$ cat src/rtl/ysyx_22040175_mem_arb.sv
// Two-master (IF/LSU) arbiter onto one shared memory port, one transaction in flight.
// Round-robin on ties, registered one-cycle responses, and a per-transaction timeout.
module ysyx_22040175_mem_arb #(
  parameter int ADDR_W  = 32,
  parameter int DATA_W  = 32,
  parameter int TIMEOUT = 255
) (
  input  logic                  clk,
  input  logic                  rst,
  input  logic                  if_valid,
  input  logic [ADDR_W-1:0]     if_addr,
  output logic                  if_ready,
  output logic                  if_rvalid,
  output logic [DATA_W-1:0]     if_rdata,
  output logic                  if_err,
  input  logic                  lsu_valid,
  input  logic                  lsu_we,
  input  logic [ADDR_W-1:0]     lsu_addr,
  input  logic [DATA_W-1:0]     lsu_wdata,
  input  logic [DATA_W/8-1:0]   lsu_wstrb,
  output logic                  lsu_ready,
  output logic                  lsu_rvalid,
  output logic [DATA_W-1:0]     lsu_rdata,
  output logic                  lsu_err,
  output logic                  mem_valid,
  output logic                  mem_we,
  output logic [ADDR_W-1:0]     mem_addr,
  output logic [DATA_W-1:0]     mem_wdata,
  output logic [DATA_W/8-1:0]   mem_wstrb,
  input  logic                  mem_ready,
  input  logic                  mem_rvalid,
  input  logic [DATA_W-1:0]     mem_rdata
);
  localparam int SW = DATA_W / 8;
  localparam logic [16:0] TO_LIM = 17'(TIMEOUT);

  typedef enum logic [1:0] {IDLE, REQ, RESP} state_e;

  state_e              state_q, state_d;
  logic                last_q, last_d;    // 1: LSU was granted last
  logic                owner_q, owner_d;  // 1: LSU owns the transaction
  logic [ADDR_W-1:0]   addr_q, addr_d;
  logic                we_q, we_d;
  logic [DATA_W-1:0]   wdata_q, wdata_d;
  logic [SW-1:0]       wstrb_q, wstrb_d;
  logic [16:0]         cnt_q, cnt_d;
  logic                if_rvalid_q, if_rvalid_d, if_err_q, if_err_d;
  logic                lsu_rvalid_q, lsu_rvalid_d, lsu_err_q, lsu_err_d;
  logic [DATA_W-1:0]   if_rdata_q, if_rdata_d, lsu_rdata_q, lsu_rdata_d;

  logic grant_if, grant_lsu, timeout_hit, rsp_fire, rsp_err;

  assign grant_if    = if_valid && (!lsu_valid || last_q);
  assign grant_lsu   = lsu_valid && (!if_valid || !last_q);
  // Response register lands one cycle after the decision, so fire one count early.
  assign timeout_hit = (cnt_q + 17'd2) >= TO_LIM;

  always_comb begin
    state_d  = state_q;
    last_d   = last_q;
    owner_d  = owner_q;
    addr_d   = addr_q;
    we_d     = we_q;
    wdata_d  = wdata_q;
    wstrb_d  = wstrb_q;
    cnt_d    = cnt_q;
    rsp_fire = 1'b0;
    rsp_err  = 1'b0;
    if_ready  = 1'b0;
    lsu_ready = 1'b0;
    case (state_q)
      IDLE: begin
        if (grant_if && !rst) begin
          if_ready = 1'b1;
          owner_d  = 1'b0;
          last_d   = 1'b0;
          addr_d   = if_addr;
          we_d     = 1'b0;
          wdata_d  = '0;
          wstrb_d  = '0;
          cnt_d    = '0;
          state_d  = REQ;
        end else if (grant_lsu && !rst) begin
          lsu_ready = 1'b1;
          owner_d   = 1'b1;
          last_d    = 1'b1;
          addr_d    = lsu_addr;
          we_d      = lsu_we;
          wdata_d   = lsu_wdata;
          wstrb_d   = lsu_we ? lsu_wstrb : '0;
          cnt_d     = '0;
          state_d   = REQ;
        end
      end
      REQ: begin
        cnt_d = cnt_q + 17'd1;
        if (mem_ready && mem_rvalid) begin
          rsp_fire = 1'b1;
          state_d  = IDLE;
        end else if (timeout_hit) begin
          rsp_fire = 1'b1;
          rsp_err  = 1'b1;
          state_d  = IDLE;
        end else if (mem_ready) begin
          state_d  = RESP;
        end
      end
      RESP: begin
        cnt_d = cnt_q + 17'd1;
        if (mem_rvalid) begin
          rsp_fire = 1'b1;
          state_d  = IDLE;
        end else if (timeout_hit) begin
          rsp_fire = 1'b1;
          rsp_err  = 1'b1;
          state_d  = IDLE;
        end
      end
      default: state_d = IDLE;
    endcase

    if_rvalid_d  = rsp_fire && !owner_q;
    lsu_rvalid_d = rsp_fire && owner_q;
    if_err_d     = rsp_fire && rsp_err && !owner_q;
    lsu_err_d    = rsp_fire && rsp_err && owner_q;
    if_rdata_d   = if_rvalid_d  ? (rsp_err ? '0 : mem_rdata) : if_rdata_q;
    lsu_rdata_d  = lsu_rvalid_d ? (rsp_err ? '0 : mem_rdata) : lsu_rdata_q;
  end

  always_ff @(posedge clk or posedge rst) begin
    if (rst) begin
      state_q      <= IDLE;
      last_q       <= 1'b1;
      owner_q      <= 1'b0;
      addr_q       <= '0;
      we_q         <= 1'b0;
      wdata_q      <= '0;
      wstrb_q      <= '0;
      cnt_q        <= '0;
      if_rvalid_q  <= 1'b0;
      if_err_q     <= 1'b0;
      if_rdata_q   <= '0;
      lsu_rvalid_q <= 1'b0;
      lsu_err_q    <= 1'b0;
      lsu_rdata_q  <= '0;
    end else begin
      state_q      <= state_d;
      last_q       <= last_d;
      owner_q      <= owner_d;
      addr_q       <= addr_d;
      we_q         <= we_d;
      wdata_q      <= wdata_d;
      wstrb_q      <= wstrb_d;
      cnt_q        <= cnt_d;
      if_rvalid_q  <= if_rvalid_d;
      if_err_q     <= if_err_d;
      if_rdata_q   <= if_rdata_d;
      lsu_rvalid_q <= lsu_rvalid_d;
      lsu_err_q    <= lsu_err_d;
      lsu_rdata_q  <= lsu_rdata_d;
    end
  end

  assign mem_valid  = (state_q == REQ);
  assign mem_we     = we_q;
  assign mem_addr   = addr_q;
  assign mem_wdata  = wdata_q;
  assign mem_wstrb  = wstrb_q;
  assign if_rvalid  = if_rvalid_q;
  assign if_err     = if_err_q;
  assign if_rdata   = if_rdata_q;
  assign lsu_rvalid = lsu_rvalid_q;
  assign lsu_err    = lsu_err_q;
  assign lsu_rdata  = lsu_rdata_q;
endmodule

$ cat config.mk
export PLATFORM = sky130hd
export DESIGN_NAME = ysyx_22040175_mem_arb
export DESIGN_NICKNAME = d
export VERILOG_FILES = /design/src/rtl/ysyx_22040175_mem_arb.sv
export SDC_FILE = /design/constraint.sdc
export NUM_CORES = 1
export LEC_CHECK = 0
export BUFFER_PORTS_ARGS = -buffer_cell sky130_fd_sc_hd__buf_4
export CORE_ASPECT_RATIO = 1.5
export CORE_MARGIN = 4
export CORE_UTILIZATION = 40
export DETAILED_ROUTE_END_ITERATION = 12
export HOLD_SLACK_MARGIN = 0.15
export PLACE_DENSITY = 0.66
export SYNTH_ARGS = -nofsm -noshare
export SYNTH_HDL_FRONTEND = slang
export SYNTH_SLANG_ARGS = --single-unit
export TNS_END_PERCENT = 30
$ cat constraint.sdc
create_clock -name clk -period 17.25 [get_ports clk]
set_input_delay 5.175 -clock clk [delete_from_list [all_inputs] [get_ports clk]]
set_output_delay 5.175 -clock clk [all_outputs]
set_load 0.05 [all_outputs]
==> results.txt <==
The fraction of the core area covered by cells at the end of the flow is 0.5485. Share of synthesized flip-flops with an asynchronous set or reset: 1.000. The clock passes through at most 2 buffers. The number of buffers inserted to repair setup after CTS is 0, and the per-instance average area after synthesis is 9.616 um2. The number of nets in the layout was 1218. The run finished with clean final reports. Post-route minimum period: 12.57 ns.

The overall track demand over capacity in global routing was 0.2324; the first-pass GRT wire length was 42690 um. The number of failing hold endpoints at the final stage came out at 0. Setup repair after global routing left no endpoint under its margin. The number of fill cells in the layout was 1847; the length of the first detailed-routing pass in iterations was 5. The total negative setup slack was 0 ns. The core box area is 0.01994 mm2. The design area is 0.01094 mm2.

The element type at the critical path start is an input pin. Counting every net in the synthesized netlist gives 1000. Summed over all layers, the routed wires come to 27060 um. In this run the number of H-tree levels came out at 4. For the worst-case headroom to the max-slew limit, the log shows 0.1999. The proportion of layout cells with a drive suffix above 1 is 0.3127, and the detail-routed net length per standard cell is 20.09 um.

The area overhead of the layout relative to synthesis was 33.36%; the share of the synthesized area in the top cell type was 0.4790. At the pin with the least slew margin, the transition time is 1.200 ns. The final routed DRC violation total came out at 0. Data arrives at the worst endpoint at 7.39 ns. Static timing analysis puts the maximum clock frequency at 79.58 MHz. Total standard cell area after synthesis: 0.008203 mm2. In the routed layout, each cell is associated on average with a via count of 5.656. From left edge to right edge, the die measures 124.9 um. The distinct cell type count of the synthesized netlist was 58; the register area share after synthesis was 0.4822.

The total overflow left after global routing is 0. The die covers 0.02291 mm2. After the first detailed-routing iteration, the DRC count stood at 593. The number of gates resized after CTS was 0.

The predominant post-synthesis flop cell was dfrtp_1. The kind of end point of the critical path is an output pin. Summed over all nets, the half-perimeter wirelength after detailed placement is 19060 um.

In this run the vertical extent of the chip is 183.4 um. The hold buffer count at CTS is 0, and the number of synthesized flops with an enable pin is 0. Summing all placed instances gives a cell area of 0.01034 mm2.

The final RePlAce weighted congestion is 0.8738, and the critical path data required time is 12.07 ns. For the number of slew-limit violations in the final report, the log shows 0. The clock slew at the register clock pins of the worst setup and hold paths is 0.06 ns. The via count of the first global-routing pass was 7241; the number of cells produced by synthesis was 853.

In this run the power density over the cells is 204.1 mW/mm2. For the initial antenna violation count, the log shows 3. The number of I/O port buffers works out to 278.

TritonCTS built the clock tree. The count of clock tree sinks is 158, and the final-report setup violation count is 0. dfrtp_1 is the most common cell in the netlist. The total number of vias came out at 7618.

The critical path class was in -> out. The starting density of the core is 0.4113. The number of warnings printed during yosys synthesis was 0. The analysis attributes to cell leakage a power of 5.027 nW. The number of placement rows is 63.

The tool flagged a number of max-cap violations equal to 0. The worst hold path belongs to the class reg -> reg. The tools report the number of nets with antenna violations after routing as 0. For the source-to-sink clock delay at the later pin of the worst-skew pair, the log shows 0.42 ns. In this run, CTS created clock tree buffers numbering 17. In the post-synthesis netlist, the biggest area contributors are dfrtp_1 48%, nand3_1 4.5%, a22o_1 4.4%. Counting instances in the post-synthesis netlist gives the leading cell types as 157 x dfrtp_1, 75 x nand2_1, 74 x nand3_1, 53 x clkbuf_1, 48 x nor2_1. The fraction of the cycle the final worst path needs is 0.7284. The post-synthesis register bit count was 158. For the final database, setup skew stands at 0.009286 ns.

Critical-path maximum fanout: 80. dfrtp_1 takes more of the synthesized area than any other cell. For the post-layout worst setup margin, the log shows 4.685 ns.

The cell sitting at the root of the clock tree is a clkbuf_16. Timing analysis after detailed placement gives a worst setup slack of 4.628 ns. 279 I/O pins were placed. The run gives 0.1078 mV as the worst supply voltage drop on vdd. Entering global routing, the biggest net connects 96 pins.
report_power, final:
part	total, mW	internal, mW	switching [mW]
registers	0.609	0.518	0.0910
logic	1.25	0.364	0.884
clock network	0.376	0.216	0.160
layer usage:
layer / vias to the layer above / track usage / part of all wire / routed length [um]
li1: 3584 / - / - / -
met1: 3695 / 0.2966 / 0.41 / 10960
met2: 298 / 0.3882 / 0.50 / 13540
met3: 41 / 0.05565 / 0.066 / 1782
met4: 0 / 0.08247 / 0.029 / 780
met5: - / 0 / 0 / 0
cell usage in the layout (no fill, tap or decap), types with 4 or more instances in the layout:
cell          n
a211oi_1     31
a21o_1        5
a21oi_1       4
a221o_1      31
a22o_1       41
a32o_1        4
buf_4       287
clkbuf_16    17
clkinvlp_4    5
dfrtp_1     156
ha_1          7
inv_1        41
inv_6         4
mux2i_1      35
nand2_1      75
nand2b_1      4
nand3_1      74
nand4_1       5
nor2_1       47
nor3_1       42
o21ai_0      37
o221ai_1     31
or3_1        33
xnor2_1       6
worst max-delay path: stages:
cell	delay, ns
buf_4	0.14
inv_6	0.51
and3_2	0.97
and2_1	0.35
buf_4	0.24
kinds of logic (layout without fill, tap and decap cells):
| logic type | after synthesis | count (layout) | share of synthesized area |
|---|---|---|---|
| simple gates | 307 | 307 | 0.1830 |
| compound gates | 207 | 207 | 0.2041 |
| flops | 158 | 158 | 0.4822 |
| buf+inv | 130 | 361 | 0.06727 |
| mux | 35 | 35 | 0.04271 |
| fa+ha+maj | 8 | 8 | 0.01220 |
| xor+xnor | 8 | 8 | 0.008542 |
| other cells | 0 | 3 | 0 |
layout make-up:
| class | count | area, um2 | share of cell area |
|---|---|---|---|
| sequential | 158 | 3956 | 0.3617 |
| timing repair buffer | 287 | 2155 | 0.1970 |
| tap | 260 | 325.3 | 0.02974 |
| antenna | 3 | 7.507 | 0.0006863 |
| multi-input combinational | 565 | 3744 | 0.3422 |
| clock buffer | 18 | 429.2 | 0.03923 |
| clock inverter | 14 | 160.2 | 0.01464 |
| inverter | 42 | 162.7 | 0.01487 |
metrics by stage:
| stage | hold WS (ns) | std cells | power [mW] |
|---|---|---|---|
| 3_3_place_gp | 0.4647 | 1312 | 1.859 |
| 6_report | 0.4845 | 1347 | 2.233 |
| 4_1_cts | 0.4882 | 1344 | 2.252 |
| 2_1_floorplan | 0.4841 | 853 | 1.466 |
| 3_5_place_dp | 0.4730 | 1312 | 1.867 |
| 5_1_grt | 0.5049 | 1347 | 2.348 |
flip-flops by register name, summed over array words and instances (netlist names), 2 cells and up:
signal / flops
lsu_rdata: 32
mem_wstrb: 4
state_q: 2
if_rdata: 32
mem_addr: 32
mem_wdata: 32
cnt_q: 17
worst paths after layout:
kind                       slack, ns  cells past startpoint         start           end
max reg2reg                    13.26                      9      cnt_q[2]  if_rdata[22]
max                             4.68                      5           rst      if_ready
min in group asynchronous       4.90                      2           rst  if_rdata[31]
max in group asynchronous      10.73                      3           rst       owner_q
min                             0.48                      2  mem_addr[31]  mem_addr[31]
min reg2reg                     0.48                      2  mem_addr[31]  mem_addr[31]
Power figures use the tool's default switching activity.
